$ cat config.mk
export PLATFORM = sky130hd
export DESIGN_NAME = pulse_stretch_tx
export DESIGN_NICKNAME = d
export VERILOG_FILES = /design/src/rtl/pulse_stretch_tx.sv
export SDC_FILE = /design/constraint.sdc
export NUM_CORES = 1
export LEC_CHECK = 0
export BUFFER_PORTS_ARGS = -buffer_cell sky130_fd_sc_hd__buf_2
export CAP_MARGIN = 20
export CORE_AREA = 2 2 39 41
export DETAILED_ROUTE_END_ITERATION = 8
export DIE_AREA = 0 0 41 43
export PLACE_DENSITY_LB_ADDON = 0.2
export SYNTH_ARGS = -nofsm -noshare
export SYNTH_HDL_FRONTEND = slang
export SYNTH_SLANG_ARGS = --single-unit
export TNS_END_PERCENT = 10
$ cat constraint.sdc
create_clock -name Clk -period 2 [get_ports Clk]
set_input_delay 0.1 -clock Clk [delete_from_list [all_inputs] [get_ports Clk]]
set_output_delay 0.1 -clock Clk [all_outputs]
set_load 0.05 [all_outputs]
$ cat src/rtl/pulse_stretch_tx.sv
// pulse_stretch_tx: source-domain pulse stretcher feeding a two-FF pulse synchronizer.
// Each accepted strobe becomes STRETCH_LEN cycles high followed by GAP_LEN cycles low.
// Strobes arriving while busy are queued in a saturating pending counter; overflowing
// strobes are dropped and flagged on the sticky Overflow output.
// Optional macro PULSE_STRETCH_DROP_CNT_EN adds an 8-bit saturating Drop_cnt output.
module pulse_stretch_tx #(
    parameter int unsigned STRETCH_LEN = 4,
    parameter int unsigned GAP_LEN     = 4,
    parameter int unsigned PEND_W      = 3
) (
    input  logic              Clk,
    input  logic              Reset_b,
    input  logic              Pulse_in,
    input  logic              Clear_ovf,
    output logic              Pulse_out,
    output logic              Busy,
    output logic [PEND_W-1:0] Pending,
    output logic              Overflow
`ifdef PULSE_STRETCH_DROP_CNT_EN
    ,
    output logic [7:0]        Drop_cnt
`endif
);

    localparam int unsigned MAX_LEN = (STRETCH_LEN > GAP_LEN) ? STRETCH_LEN : GAP_LEN;
    localparam int unsigned CNT_W   = $clog2(MAX_LEN + 1);

    localparam logic [CNT_W-1:0]  HIGH_LOAD = CNT_W'(STRETCH_LEN);
    localparam logic [CNT_W-1:0]  GAP_LOAD  = CNT_W'(GAP_LEN);
    localparam logic [CNT_W-1:0]  CNT_ONE   = CNT_W'(1);
    localparam logic [PEND_W-1:0] PEND_MAX  = '1;
    localparam logic [PEND_W-1:0] PEND_ONE  = PEND_W'(1);

    typedef enum logic [1:0] {
        ST_IDLE = 2'd0,
        ST_HIGH = 2'd1,
        ST_GAP  = 2'd2
    } state_t;

    state_t           state;
    logic [CNT_W-1:0] phase_cnt;
    logic             gap_end;
    logic             queue_req;
    logic             drop;

    // Classify the incoming strobe: consumed at gap end, queued, or dropped.
    always_comb begin
        gap_end   = 1'b0;
        queue_req = 1'b0;
        drop      = 1'b0;
        gap_end   = (state == ST_GAP) && (phase_cnt == CNT_ONE);
        queue_req = Pulse_in && (state != ST_IDLE) && !gap_end;
        drop      = queue_req && (Pending == PEND_MAX);
    end

    assign Busy = (state != ST_IDLE) || (Pending != '0);

    // Phase FSM with registered Pulse_out, pending queue and sticky overflow.
    always_ff @(posedge Clk or negedge Reset_b) begin
        if (!Reset_b) begin
            state     <= ST_IDLE;
            phase_cnt <= '0;
            Pulse_out <= 1'b0;
            Pending   <= '0;
            Overflow  <= 1'b0;
        end else begin
            case (state)
                ST_IDLE: begin
                    if (Pulse_in) begin
                        state     <= ST_HIGH;
                        phase_cnt <= HIGH_LOAD;
                        Pulse_out <= 1'b1;
                    end
                end
                ST_HIGH: begin
                    if (phase_cnt == CNT_ONE) begin
                        state     <= ST_GAP;
                        phase_cnt <= GAP_LOAD;
                        Pulse_out <= 1'b0;
                    end else begin
                        phase_cnt <= phase_cnt - CNT_ONE;
                    end
                end
                ST_GAP: begin
                    if (gap_end) begin
                        if ((Pending != '0) || Pulse_in) begin
                            state     <= ST_HIGH;
                            phase_cnt <= HIGH_LOAD;
                            Pulse_out <= 1'b1;
                        end else begin
                            state     <= ST_IDLE;
                            phase_cnt <= '0;
                        end
                        // Queued strobe launched and a new one arriving cancel out,
                        // so Pending only moves when there is no coincident strobe.
                        if ((Pending != '0) && !Pulse_in) begin
                            Pending <= Pending - PEND_ONE;
                        end
                    end else begin
                        phase_cnt <= phase_cnt - CNT_ONE;
                    end
                end
                default: begin
                    state     <= ST_IDLE;
                    phase_cnt <= '0;
                    Pulse_out <= 1'b0;
                end
            endcase

            if (queue_req && !drop) begin
                Pending <= Pending + PEND_ONE;
            end

            if (drop) begin
                Overflow <= 1'b1;
            end else if (Clear_ovf) begin
                Overflow <= 1'b0;
            end
        end
    end

`ifdef PULSE_STRETCH_DROP_CNT_EN
    // Saturating count of dropped strobes; a drop coincident with a clear loads 1.
    always_ff @(posedge Clk or negedge Reset_b) begin
        if (!Reset_b) begin
            Drop_cnt <= '0;
        end else if (drop) begin
            if (Clear_ovf) begin
                Drop_cnt <= 8'd1;
            end else if (Drop_cnt != '1) begin
                Drop_cnt <= Drop_cnt + 8'd1;
            end
        end else if (Clear_ovf) begin
            Drop_cnt <= '0;
        end
    end
`endif

endmodule

## Word-level counts from Yosys, hierarchy flattened

Cells that the tools add are included.

- Register bits after elaboration: 10
- Input port bits: 4
- Output and inout bits: 6
- Logic and storage cells: 58

- Add/sub/neg operators: 3
- Equal/unequal tests: 8
- Multiplexer cells: 21
- Reductions and logical operators: 21

Operators by type and width:

| kind | number |
|---|---|
| 3-bit 2-to-1 mux | 8 |
| 2-bit nonzero test | 5 |
| 3-bit one-hot mux with 3 select lines | 1 |
| 1-bit 2-to-1 mux | 7 |
| 1-bit logical AND | 6 |
| 2-bit 2-to-1 mux | 3 |
| 2-bit != test, second input constant | 3 |
| 2-bit one-hot mux with 3 select lines | 1 |
| 3-bit AND reduction | 2 |
| 3-bit by 1-bit subtractor with 3-bit output, second input constant | 2 |
| 4-bit AND reduction | 1 |
| 3-bit by 1-bit adder with 3-bit output, second input constant | 1 |
| 3-bit by 1-bit == test with 1-bit output, second input constant | 1 |
| 3-bit == test, second input constant | 1 |
| 1-bit logical NOT | 3 |
| 1-bit one-hot mux with 3 select lines | 1 |
| 3-bit nonzero test | 1 |
| 2-bit by 1-bit == test with 1-bit output, second input constant | 1 |
| 2-bit == test, second input constant | 1 |
| 2-bit logical NOT | 1 |
| 1-bit logical OR | 2 |
| 2-bit by 1-bit != test with 1-bit output, second input constant | 1 |

## Longest topological paths before layout

Gate-level depths: netlist of the first run.

- Depth after elaboration: 9
- Mapped depth: 9
- Gate-level depth less buffers: 9

## Worst setup path before layout of the first run

Ideal clock, no wire load.

- Path kind: flip-flop to flip-flop
- Start: register phase_cnt[0]
- End: register Pending[2]
- Library setup time: 0.143 ns
- Arrival time: 1.884 ns
- Data required time: 1.857 ns
- Slack: -0.027 ns
- Cell stages (with the launch flop): 9
- Path buffers: 0
- Period minus slack after synthesis: 2.027 ns
- Path through: dfrtp_1 -> ha_1 -> and2b_1 -> o21ai_1 -> nand2_1 -> fa_1 -> nor3_1 -> a31oi_1 -> xnor2_1

- Cells in the longest elaborated chain, start to end: 9
- Elaborated cells between the ends (all ways): 12
- Those cells by class: 1 x eq/ne; 1 x mux; 10 x reduce/logical

RTL lines:

| item | line | RTL |
|---|---|---|
| start: declaration | 41 | `logic [CNT_W-1:0] phase_cnt;` |
| start signal: assignment | 81 | `phase_cnt <= phase_cnt - CNT_ONE;` |
| start signal: assignment | 100 | `phase_cnt <= phase_cnt - CNT_ONE;` |
| 3-bit by 1-bit == test with 1-bit output (*) | 51 | `gap_end = (state == ST_GAP) && (phase_cnt == CNT_ONE);` |
| 1-bit logical AND (*) | 51 |  |
| 1-bit logical NOT | 52 | `queue_req = Pulse_in && (state != ST_IDLE) && !gap_end;` |
| 1-bit logical AND | 52 |  |
| 1-bit logical AND | 53 | `drop = queue_req && (Pending == PEND_MAX);` |
| 1-bit logical NOT | 110 | `if (queue_req && !drop) begin` |
| 1-bit logical AND | 110 |  |
| 2-bit nonzero test (no source line) | - |  |
| 3-bit AND reduction (no source line) | - |  |
| end signal: assignment | 97 | `Pending <= Pending - PEND_ONE;` |
| end signal: assignment | 111 | `Pending <= Pending + PEND_ONE;` |
| end: declaration | 17 | `output logic [PEND_W-1:0] Pending,` |

Every way passes the cells marked *; elsewhere a longest branch is shown, timed or not.
A chain may end at the register's enable or synchronous reset.

## Worst setup path after layout of the first run

Same ends and word-level chain as after synthesis.

==> results.md, run 1 <==
- The flow ran to the end, and the final reports show no timing, DRC or antenna violations.
- The startpoint of the most critical register-to-register path is phase_cnt[0].
- The number of nets with antenna violations after detailed routing is 0.
- The number of max-cap violations is 0.
- The class of the tightest hold or removal check is in -> reg.
- The share of synthesized area spent on multiplexers is between 2 and 3%.
- Input and output buffers added on the ports amount to 9.
- The fill cell instance count of the final layout is ~130.
- Headroom to the max-slew limit came out at 69.6%.
- The peak supply drop is approximately 0.74 mV.
- In the final design database the tool counted 89 nets.
- The compound-cell area share of the yosys netlist is 18.6%.
- The gate count of the mapped netlist is 64.
- The number of different library cells used by synthesis comes to 27.
- The number of sinks handled by clock tree synthesis is 10.
- Yosys printed 0 warnings.
- The maximum number of pins on one net before global-route repair is 13.
- The highest net fanout along the worst path is 4.
- The number of design-rule violations left by the first detailed-router iteration is 12.
- The fraction of the core area covered by cells at the end of the flow is between 50 and 60%.
- The largest total area in the synthesized netlist belongs to sky130_fd_sc_hd__dfrtp_1.
- When the netlist entered floorplanning its net count stood at 71.
- After detailed routing, the met3 layer carries roughly 55 µm of wire.
- The share of synthesized cell area in and, or, nand and nor gates is roughly a fifth.
- No sink is reached through more buffers than the 2 on the longest clock path.
- The number of placement rows is 14.
- The worst setup path is captured at a flip-flop.
- The length in cells of the worst reg-to-reg path is 8.
- The horizontal die dimension is 41 µm.
- The residual DRC count is 0.
- Setup total negative slack on the finished layout was measured at 0 ns.
- The worst setup path is launched from a flip-flop.
- For flop-to-flop paths, the worst setup slack is around 0.14 ns.
- The setup-violating endpoint count in the final report is 0.
- The post-CTS clock slew at the launch and capture registers of the worst setup and hold paths is 0.07 ns.
- The path type of the worst setup path is reg -> reg.
- The fraction of synthesized cell area in xor and xnor cells is 4.39%.
- The overall overflow remaining after global route is 0.
- For this design the ratio of total power to cell area is just under 2000 nW/µm².
- Clock tree synthesis inserted a total of 3 buffers.
- The number of hold violations in the final report was 0.
- For the pin with the worst max-slew slack, the measured transition is 0.452 ns.
- For the final database, setup skew stands at approximately 0.0022 ns.
- In this run the clock root is driven by a sky130_fd_sc_hd__clkbuf_4.
- The number of antenna violations at the first check in global routing was 0.
- The clock tree from TritonCTS is yes.
- Setup repair after global routing left no endpoint under its margin.
- The via count of the first global-routing pass came to between 400 and 500.
- The via total after detailed routing is 520.
- The path with the worst hold slack has its endpoint at Overflow.
- The number of iterations in the first detailed-routing pass is 5.
- By area the synthesized netlist is led by sky130_fd_sc_hd__dfrtp_1, sky130_fd_sc_hd__xnor2_1, sky130_fd_sc_hd__a21oi_1, sky130_fd_sc_hd__ha_1, sky130_fd_sc_hd__o22ai_1.
- In this run, synthesis produced a sequential element count of 10.
- The biggest cell delay along the critical path is around 0.4 ns.
- The count of antenna diodes in the layout is 0.
- For this design the top-level I/O count stands at 10.
- In this run the number of H-tree levels came out at 1.
- The worst min-delay path startpoint is Clear_ovf.
- The total wire length is ~1300 µm.
- After synthesis, the largest family of logic cells by area is simple AND/OR/NAND/NOR gates.
- The highest clock rate is ~540 MHz.
- Walking the worst path, the cells encountered are ha_1, and2b_1, o21ai_2, nand2_1, fa_2, nor3_2, a31oi_1, xnor2_1.
- The total half-perimeter wirelength after legalization and detailed placement is roughly 900 µm.
- The insertion delay to the later sink of the worst-skew pair is between 0.2 and 0.3 ns.
- After detailed routing, the met2 layer carries 633 µm of wire.
- The data required time at the worst endpoint is around 2.2 ns.
- The worst path uses between 90% and 100% of the clock period.
- The leading cell type in the layout, fill and taps excluded is sky130_fd_sc_hd__dfrtp_1.
- The detail-routed net length per standard cell is 13.1 µm.
- The destination of the worst register-to-register timing path is Pending[2].
- The worst path needs 1.86 ns of the cycle, external delays included.
- The dominant delay contributor by cell family on the critical path is adder cells.
- The synthesized netlist occupies a cell area of about 600 µm².
- The total count of max-transition violations in the final report is 0.
- The initial utilization of the core area, before any placement, comes to a little over two fifths.
- For this block, wires on met1 add up to between 500 and 600 µm.
- The critical path contains buffers and inverters numbering 0 combined.
- The area share of the leading cell type in the synthesized netlist is between 40% and 50%.
- At the worst endpoint, the arrival time is roughly 2 ns.
- The sequential-to-total area share from yosys stat is between 40% and 50%.
- Compared with the post-synthesis result, the final layout area differs by 25.5%.
- After detailed routing, the number of vias per cell comes to 5.36.
- The detailed router used layers up to and including met4.
- The routability congestion estimate is about 0.72.
- The combined global-route utilization of all metal layers is between 15 and 20%.
- The cell with the largest stage delay on the worst path is sky130_fd_sc_hd__dfrtp_1.
- The overall die height is between 40 and 50 µm.
- Along the worst hold path, the cell count comes to 2.
- The die area is roughly 1800 µm².
- A synthesized cell averages 9.34 µm².
- The core region is ~1400 µm².
- The proportion of layout cells with a drive suffix above 1 is 29.6%.
- The first global-routing pass estimated 2050 µm of wire.
- The analysis attributes to cell leakage a power of 0.334 nW.
- In the layout the commonest cells are sky130_fd_sc_hd__dfrtp_1, sky130_fd_sc_hd__buf_2, sky130_fd_sc_hd__nand2_1.
- Of the total synthesized cell area, the portion taken by full adders, half adders and majority gates is roughly 7.5%.
[synthesized netlist by cell type]
master	count
sky130_fd_sc_hd__nand2b_1	3
sky130_fd_sc_hd__or4b_4	1
sky130_fd_sc_hd__o31ai_1	2
sky130_fd_sc_hd__nand2_1	6
sky130_fd_sc_hd__ha_1	2
sky130_fd_sc_hd__buf_1	1
sky130_fd_sc_hd__o22ai_1	4
sky130_fd_sc_hd__inv_1	5
sky130_fd_sc_hd__nor2_1	4
sky130_fd_sc_hd__a31oi_1	1
sky130_fd_sc_hd__fa_1	1
sky130_fd_sc_hd__a21boi_0	1
sky130_fd_sc_hd__a21oi_1	5
sky130_fd_sc_hd__nor2b_1	2
sky130_fd_sc_hd__o211a_1	1
sky130_fd_sc_hd__dfrtp_1	10
sky130_fd_sc_hd__nor3_1	3
sky130_fd_sc_hd__clkbuf_1	1
sky130_fd_sc_hd__a221oi_1	1
sky130_fd_sc_hd__o32ai_1	1
sky130_fd_sc_hd__o21ai_1	1
sky130_fd_sc_hd__nand3b_1	1
sky130_fd_sc_hd__xnor2_1	3
sky130_fd_sc_hd__nor2_2	1
sky130_fd_sc_hd__mux2_4	1
sky130_fd_sc_hd__nand3_1	1
sky130_fd_sc_hd__and2b_1	1
[worst max path at each step]
stage	from	to	slack, ns	cells past startpoint
CTS	phase_cnt[0]	Pending[2]	0.05	8
global route	phase_cnt[0]	Pending[2]	0.06	8
global placement	phase_cnt[0]	Pending[2]	0.12	8
floorplan	phase_cnt[0]	Pending[2]	0.02	8
detailed placement	phase_cnt[0]	Pending[2]	0.07	8
finish	phase_cnt[0]	Pending[2]	0.14	8
[what timing repair did]
action,4_1_cts,5_1_grt
endpoints found under the setup margin,0,1
hold buffers,1,0
buffers inserted,0,1
gates resized for setup,0,2
hold endpoints to repair,10,0
[where the power goes]
part	internal, mW	switching [mW]
Clock	0.111	0.0773
Combinational	0.343	0.484
Sequential	0.305	0.121
Total	0.759	0.683
[metrics by stage]
step | setup WS [ns] | area (µm²) | hold WS, ns | instances | power (mW)
floorplan | 0.0157 | 602 | -0.196 | 64 | 1.03
global placement | 0.118 | 689 | -0.0224 | 91 | 1.22
detailed placement | 0.0656 | 689 | -0.0241 | 91 | 1.23
CTS | 0.0472 | 736 | 0.00580 | 96 | 1.42
global route | 0.0643 | 751 | 0.00783 | 97 | 1.55
finish | 0.135 | 751 | 0.0106 | 97 | 1.44
[sequential cells by signal, indices dropped and copies added (netlist names)]
signal,flops
Pending,3
Pulse_out,1
state,2
phase_cnt,3
Overflow,1
[cell families (layout without fill, tap and decap cells)]
family | after synthesis | in the layout
and+or+nand+nor | 23 | 23
AOI/OAI and AO/OA | 17 | 17
DFF | 10 | 10
buffers and inverters | 7 | 24
adders and majority gates | 3 | 3
xor gates and xnor gates | 3 | 3
muxes | 1 | 1
[final cells by class]
type	instances	area (µm²)	area share, %
Sequential cell	10	250	33.3
Multi-Input combinational cell	47	333	44.3
Clock buffer	4	36.3	4.83
Timing Repair Buffer	15	92.6	12.3
Inverter	5	18.8	2.50
Tap cell	16	20.0	2.67
[metal layers]
metal / global-route usage, % / vias up
met5: 0 / -
met4: 12.0 / 0
met3: 3.14 / 4
met2: 25.0 / 14
met1: 23.0 / 242
li1: - / 260
[worst reg2reg max path: stages, from the launching register on]
cell and delay [ns]:
sky130_fd_sc_hd__dfrtp_1 0.41, sky130_fd_sc_hd__ha_1 0.22, sky130_fd_sc_hd__and2b_1 0.19, sky130_fd_sc_hd__o21ai_2 0.16, sky130_fd_sc_hd__nand2_1 0.09, sky130_fd_sc_hd__fa_2 0.36, sky130_fd_sc_hd__nor3_2 0.12, sky130_fd_sc_hd__a31oi_1 0.07
sky130_fd_sc_hd__xnor2_1 0.14
(Power assumes the default switching activity.)
==> run 2: changes to the inputs <==
- CTS_BUF_LIST: default -> sky130_fd_sc_hd__clkbuf_8 sky130_fd_sc_hd__clkbuf_16
- PLACE_DENSITY: default -> 0.66
- PLACE_DENSITY_LB_ADDON: 0.2 -> default
- clock period: 2 -> 2.23 ns (I/O delays scaled with it)
==> run 2 against run 1 <==
Compared with the run above:
- via count is 5.6% lower
- non-clock buffer count fell by 3
- die area is the same
- worst setup slack lost 0.021 ns
- cell count fell by 4.1%
- cell area decreased by 3.0%
- critical path depth unchanged
==> results.md, run 2 (synthesis results as in run 1) <==
- Run status: completed (unchanged).
- The number of cells on the worst hold path is 2 (unchanged).
- The number of standard cells in the final layout excluding fillers is 93 (was 97).
- The length in cells of the worst reg-to-reg path is 8 (unchanged).
- The clock network power share is 14.1% (was 13.0%).
- The worst min-delay path endpoint is Overflow (unchanged).
- The worst-case setup slack after placement came to 0.141 ns (was 0.0656 ns).
- The worst-case headroom to the max-slew limit is 70.1% (was 69.6%).
- The class of the tightest hold or removal check is in -> reg (unchanged).
- The startpoint of the most critical register-to-register path is phase_cnt[0] (unchanged).
- The setup-violating endpoint count in the final report is 0 (unchanged).
- The total count of max-transition violations in the final report came to 0 (unchanged).
- The area of the core is 1380 µm² (unchanged).
- The number of placement rows is 14 (unchanged).
- The worst min-delay path startpoint is Clear_ovf (unchanged).
- The slew at the pin closest to its max-slew limit is 0.444 ns (was 0.452 ns).
- The overall overflow remaining after global route is 0 (unchanged).
- The number of antenna violations at the first check in global routing was 0 (unchanged).
- The final sum of negative setup slack was 0 ns (unchanged).
- The number of vias per cell after detailed routing is 5.28 (was 5.36).
- The port buffer count is 9 (unchanged).
- The summed area of non-filler cells in the final layout is 728 µm² (was 751 µm²).
- The fill cell instance count of the final layout is 138 (was 133).
- The leakage power total is 0.318 nW (was 0.334 nW).
- The proportion of power drawn by flip-flops and latches is 30.4% (was 29.6%).
- The combined global-route utilization of all metal layers came to 17.4% (was 17.6%).
- The final setup skew is 0.000520 ns (was 0.00223 ns).
- The multi-input gate area in the final layout is 328 µm² (was 333 µm²).
- The destination of the worst register-to-register timing path is Pending[2] (unchanged).
- The area taken by flip-flops and latches is 250 µm² (unchanged).
- Unrepaired setup endpoints after global routing: false (unchanged).
- The post-CTS clock slew at the launch and capture registers of the worst setup and hold paths was 0.04 ns (was 0.07 ns).
- The path type of the worst setup path is reg -> reg (unchanged).
- The count of antenna diodes in the layout came to 0 (unchanged).
- The proportion of layout cells with a drive suffix above 1 is 24.7% (was 29.6%).
- The horizontal die dimension was 41 µm (unchanged).
- The number of nets in the finished design is 86 (was 89).
- The routability congestion estimate is 0.710 (was 0.715).
- The number of design-rule violations left by the first detailed-router iteration is 11 (was 12).
- The residual DRC count is 0 (unchanged).
- The number of hold violations in the final report is 0 (unchanged).
- The worst path setup slack after routing was 0.115 ns (was 0.135 ns).
- The combinational share of power was 55.5% (was 57.4%).
- The insertion delay to the later sink of the worst-skew pair was 0.23 ns (was 0.27 ns).
- The proportion of total power due to net switching is 47.1% (was 47.4%).
- The number of max-cap violations is 0 (unchanged).
- The highest net fanout along the worst path came to 7 (was 4).
- The total I/O pin count was 10 (unchanged).
- The maximum number of pins on one net before global-route repair is 13 (unchanged).
- The via total after detailed routing is 491 (was 520).
- The power spent charging and discharging nets came to 597 µW (was 683 µW).
- The power density over the cells is 1740 nW/µm² (was 1920 nW/µm²).
- Commonest cells after routing, fill and taps aside: sky130_fd_sc_hd__dfrtp_1, sky130_fd_sc_hd__buf_2, sky130_fd_sc_hd__nand2_1 (unchanged).
- The wire length of the first global-routing pass came to 2060 µm (was 2050 µm).
- The post-CTS setup repair buffer count is 0 (unchanged).
- The number of H-tree branching levels is 1 (unchanged).
- The signed area change from the synthesized netlist to the final layout is 21.8% (was 25.5%).
- The number of nets with antenna violations after detailed routing is 0 (unchanged).
- The die area is 1760 µm² (unchanged).
- The number of sinks handled by clock tree synthesis came to 10 (unchanged).
- Biggest regs: Pending x3, phase_cnt x3, state x2 (unchanged).
- The peak supply drop is 0.857 mV (was 0.741 mV).
- The highest clock rate was 473 MHz (was 536 MHz).
- The leading cell type in the layout, fill and taps excluded is sky130_fd_sc_hd__dfrtp_1 (unchanged).
- The clock tree from TritonCTS is yes (unchanged).
- The internal power summed over all cells is 671 µW (was 759 µW).
- The share of the clock period used by the worst path after layout is 94.9% (was 93.2%).
- The total half-perimeter wirelength after legalization and detailed placement is 862 µm (was 900 µm).
- The critical path launch point type is a flip-flop (unchanged).
- The critical path data arrival time was 2.23 ns (was 2.02 ns).
- The detail-routed net length per standard cell is 13.3 µm (was 13.1 µm).
- The post-route minimum period is 2.12 ns (was 1.86 ns).
- The via count of the first global-routing pass is 496 (was 476).
- The data required time at the worst endpoint came to 2.34 ns (was 2.15 ns).
- The initial core utilization was 43.2% (unchanged).
- The overall die height was 43 µm (unchanged).
- The maximum number of buffers from clock root to sink is 2 (unchanged).
- The kind of capture point of the worst setup path is a flip-flop (unchanged).
- The cell at the root of the clock tree is sky130_fd_sc_hd__clkbuf_8 (was sky130_fd_sc_hd__clkbuf_4).
- The slack of the worst reg-to-reg path was 0.11 ns (was 0.14 ns).
- The total wire length is 1240 µm (was 1270 µm).
- The CTS buffer count came to 3 (unchanged).
- The placed instance area came to 671 µm² (was 689 µm²).
- The number of iterations in the first detailed-routing pass is 4 (was 5).
- The cell count after placement came to 89 (was 91).
run 2: per-stage QoR:
step           total power, mW  hold WS [ns]  utilization [%]
2_1_floorplan            0.918        -0.184                -
3_3_place_gp              1.05       -0.0141             48.5
3_5_place_dp              1.08       -0.0115             48.5
4_1_cts                   1.27        0.0681             52.2
5_1_grt                   1.38        0.0830             52.6
6_report                  1.27        0.0755             52.6
run 2: worst max-delay path by stage:
stage                  from         end  slack, ns  cells after the start
6_report       phase_cnt[0]  Pending[2]       0.11                      8
5_1_grt        phase_cnt[0]  Pending[2]      0.008                      8
4_1_cts        phase_cnt[0]  Pending[2]       0.12                      8
3_5_place_dp   phase_cnt[0]  Pending[2]       0.14                      8
3_3_place_gp   phase_cnt[0]  Pending[2]       0.20                      8
2_1_floorplan  phase_cnt[0]  Pending[2]       0.20                      8
run 2: worst max-delay path: stages (launching register included):
cell and delay (ns):
sky130_fd_sc_hd__dfrtp_1 0.40, sky130_fd_sc_hd__ha_1 0.25, sky130_fd_sc_hd__and2b_2 0.25, sky130_fd_sc_hd__o21ai_1 0.17
sky130_fd_sc_hd__nand2_1 0.09, sky130_fd_sc_hd__fa_1 0.43, sky130_fd_sc_hd__nor3_2 0.20, sky130_fd_sc_hd__a31oi_1 0.07
sky130_fd_sc_hd__xnor2_1 0.13
run 2: repair_timing:
action                     4_1_cts  5_1_grt
gates resized for setup          0        2
setup endpoints to repair        0        1
hold endpoints to repair        10        0
hold buffers                     1        0
run 2: power by group through the flow:
stage	clock network, mW	registers, mW	logic, mW
detailed placement	0	0.387	0.695
CTS	0.187	0.386	0.697
finish	0.179	0.385	0.704
global placement	0	0.385	0.668
floorplan	0	0.511	0.406
global route	0.194	0.410	0.776
run 2: per-layer routing:
layer / share of wire (%) / routed length, µm / up-vias / track usage [%]
li1: - / - / 253 / -
met2: 52 / 646 / 11 / 27.8
met4: 0 / 0 / 0 / 2.00
met1: 42 / 525 / 227 / 20.5
met3: 5.3 / 65 / 0 / 9.42
met5: 0 / 0 / - / 0
run 2: area by class of cell:
cell class | count | area share, %
clock buffers | 3 | 5.67
inverters | 5 | 2.58
multi-input cells | 47 | 45.0
flip-flops and latches | 10 | 34.4
well taps | 16 | 2.75
repair buffers | 12 | 9.62
==> run 3: changes to the inputs <==
- clock period: 2.23 -> 2 ns (I/O delays scaled with it)
==> run 3 against run 2 <==
Compared with the run above:
- count of clock-buffer cells in the layout stayed put
- worst setup slack got worse by 0.0066 ns
- power grew 13%
- via count up 3.9%
- highest routed layer is now met4
- clock power rose by 13%
- fmax grew 12%
- critical endpoint unchanged
- wire length is 3.4% lower
==> results.md, run 3 (synthesis results as in run 1) <==
- The kind of capture point of the worst setup path was a flip-flop (unchanged).
- The power density over the cells is 1920 nW/µm² (was 1740 nW/µm²).
- The area of the core is 1380 µm² (unchanged).
- The number of vias per cell after detailed routing came to 5.37 (was 5.28).
- The critical path launch point type was a flip-flop (unchanged).
- The port buffer count was 9 (unchanged).
- The maximum number of pins on one net before global-route repair is 13 (unchanged).
- The critical path depth is 8 (unchanged).
- The overall overflow remaining after global route is 0 (unchanged).
- Unrepaired setup endpoints after global routing: false (unchanged).
- The cell with the largest stage delay on the worst path was sky130_fd_sc_hd__dfrtp_1 (was sky130_fd_sc_hd__fa_1).
- Run status: completed (unchanged).
- The post-route minimum period is 1.89 ns (was 2.12 ns).
- The multi-input gate area in the final layout came to 333 µm² (was 328 µm²).
- The count of antenna diodes in the layout is 0 (unchanged).
- The number of buffer and inverter stages on the critical path came to 0 (unchanged).
- The internal power summed over all cells is 770 µW (was 671 µW).
- The detail-routed net length per standard cell came to 12.6 µm (was 13.3 µm).
- The number of H-tree branching levels is 1 (unchanged).
- The highest clock rate was 529 MHz (was 473 MHz).
- Commonest cells after routing, fill and taps aside: sky130_fd_sc_hd__dfrtp_1, sky130_fd_sc_hd__buf_2, sky130_fd_sc_hd__nand2_1 (unchanged).
- The leading cell type in the layout, fill and taps excluded is sky130_fd_sc_hd__dfrtp_1 (unchanged).
- The number of standard cells in the final layout excluding fillers is 95 (was 93).
- The proportion of layout cells with a drive suffix above 1 is 27.8% (was 24.7%).
- The length in cells of the worst reg-to-reg path is 8 (unchanged).
- The placed instance area is 689 µm² (was 671 µm²).
- The area taken by flip-flops and latches was 250 µm² (unchanged).
- The power spent charging and discharging nets is 665 µW (was 597 µW).
- The total wire length came to 1200 µm (was 1240 µm).
- The post-CTS clock slew at the launch and capture registers of the worst setup and hold paths is 0.04 ns (about the same).
- The via count of the first global-routing pass is 491 (was 496).
- The signed area change from the synthesized netlist to the final layout is 25.1% (was 21.8%).
- The proportion of power drawn by flip-flops and latches is 29.8% (was 30.4%).
- The wire length of the first global-routing pass came to 2040 µm (was 2060 µm).
- The biggest cell delay along the critical path is 0.38 ns (was 0.43 ns).
- The critical path data arrival time is 2.00 ns (was 2.23 ns).
- The number of iterations in the first detailed-routing pass came to 4 (unchanged).
- The source of the critical timing path was phase_cnt[0] (unchanged).
- The setup-violating endpoint count in the final report is 0 (unchanged).
- The total count of max-transition violations in the final report is 0 (unchanged).
- The number of nets in the finished design is 88 (was 86).
- The slack of the worst reg-to-reg path is 0.11 ns (about the same).
- The leakage power total is 0.329 nW (was 0.318 nW).
- The number of nets with antenna violations after detailed routing is 0 (unchanged).
- The destination of the worst register-to-register timing path is Pending[2] (unchanged).
- The die area is 1760 µm² (unchanged).
- The final sum of negative setup slack is 0 ns (unchanged).
- The horizontal die dimension is 41 µm (unchanged).
- The dominant delay contributor by cell family on the critical path is adder cells (unchanged).
- The post-CTS setup repair buffer count is 0 (unchanged).
- The highest net fanout along the worst path is 4 (was 7).
- The data required time at the worst endpoint came to 2.11 ns (was 2.34 ns).
- The timing endpoint of the critical path is Pending[2] (unchanged).
- The initial core utilization is 43.2% (unchanged).
- The number of sinks handled by clock tree synthesis is 10 (unchanged).
- The maximum number of buffers from clock root to sink is 2 (unchanged).
- The number of antenna violations at the first check in global routing was 0 (unchanged).
- The combinational share of power is 56.1% (was 55.5%).
- The number of max-cap violations is 0 (unchanged).
- The slew at the pin closest to its max-slew limit is 0.462 ns (was 0.444 ns).
- The startpoint of the most critical register-to-register path was phase_cnt[0] (unchanged).
- The final setup skew is 0.00125 ns (was 0.000520 ns).
- The combined global-route utilization of all metal layers is 17.3% (was 17.4%).
- The number of hold violations in the final report was 0 (unchanged).
- The proportion of total power due to net switching is 46.3% (was 47.1%).
- The peak supply drop is 0.798 mV (was 0.857 mV).
- The share of the clock period used by the worst path after layout is 94.6% (was 94.9%).
- The fill cell instance count of the final layout was 140 (was 138).
- Biggest regs: Pending x3, phase_cnt x3, state x2 (unchanged).
- The path type of the worst setup path is reg -> reg (unchanged).
- The overall die height is 43 µm (unchanged).
- The clock tree from TritonCTS is yes (unchanged).
- The residual DRC count was 0 (unchanged).
- The clock network power share is 14.0% (was 14.1%).
- The total I/O pin count is 10 (unchanged).
- The summed area of non-filler cells in the final layout is 748 µm² (was 728 µm²).
- The class of the tightest hold or removal check is in -> reg (unchanged).
- The via total after detailed routing is 510 (was 491).
- The insertion delay to the later sink of the worst-skew pair is 0.23 ns (about the same).
- The worst-case headroom to the max-slew limit is 69.0% (was 70.1%).
- The number of design-rule violations left by the first detailed-router iteration is 8 (was 11).
- The routability congestion estimate was 0.696 (was 0.710).
- The number of placement rows is 14 (unchanged).
- Cell-by-cell trace of the critical path: ha_1, and2b_1, o21ai_2, nand2_1, fa_2, nor3_2, a31oi_1, xnor2_1 (was ha_1, and2b_2, o21ai_1, nand2_1, fa_1, nor3_2, a31oi_1, xnor2_1).
- The cell count after placement is 91 (was 89).
- The cell at the root of the clock tree is sky130_fd_sc_hd__clkbuf_8 (unchanged).
- The total half-perimeter wirelength after legalization and detailed placement is 873 µm (was 862 µm).
- The CTS buffer count came to 3 (unchanged).
[run 3: changes by cell type in the layout (fill, tap and decap cells not counted), sizes merged]
cell	delta
buf	+2
[run 3: stage by stage]
stage | util (%) | power (mW) | worst slack (ns) | hold slack [ns]
after floorplan | - | 1.03 | 0.0157 | -0.196
after global placement | 49.8 | 1.21 | 0.126 | -0.0232
after detailed placement | 49.8 | 1.23 | 0.0526 | -0.0264
after CTS | 53.5 | 1.44 | 0.0513 | 0.0577
after global routing | 54.1 | 1.58 | 0.000796 | 0.0607
final | 54.1 | 1.44 | 0.108 | 0.0579
[run 3: layout make-up]
cell class | instances | share of cell area (%)
Tap cell | 16 | 2.68
Clock buffer | 3 | 5.52
Sequential cell | 10 | 33.4
Timing Repair Buffer | 14 | 11.4
Inverter | 5 | 2.51
Multi-Input combinational cell | 47 | 44.5
[run 3: worst min-delay path by stage]
stage / startpoint / end / cells past startpoint
after floorplan: Reset_b / Overflow / 0
after global placement: Reset_b / Overflow / 1
after detailed placement: Reset_b / Overflow / 1
after CTS: Clear_ovf / Overflow / 2
after global routing: Clear_ovf / Overflow / 2
final: Clear_ovf / Overflow / 2
[run 3: power groups by stage]
stage               clock network (mW)  logic [mW]  registers (mW)
floorplan                            0       0.458           0.570
global placement                     0       0.783           0.425
detailed placement                   0       0.800           0.431
CTS                              0.206       0.807           0.428
global route                     0.222       0.905           0.451
finish                           0.202       0.806           0.428
[run 3: metal layers]
layer  track usage (%)  vias to the layer above  part of all wire [%]
li1                  -                      256                     -
met2              26.3                        9                    47
met3              3.14                        2                   4.2
met4              8.00                        0                  0.67
met5                 0                        -                     0
met1              22.7                      243                    48
[run 3: repair_timing]
item	4_1_cts	5_1_grt
hold buffers	1	0
gates resized for setup	0	2
endpoints found under the setup margin	0	1
hold endpoints to repair	10	0
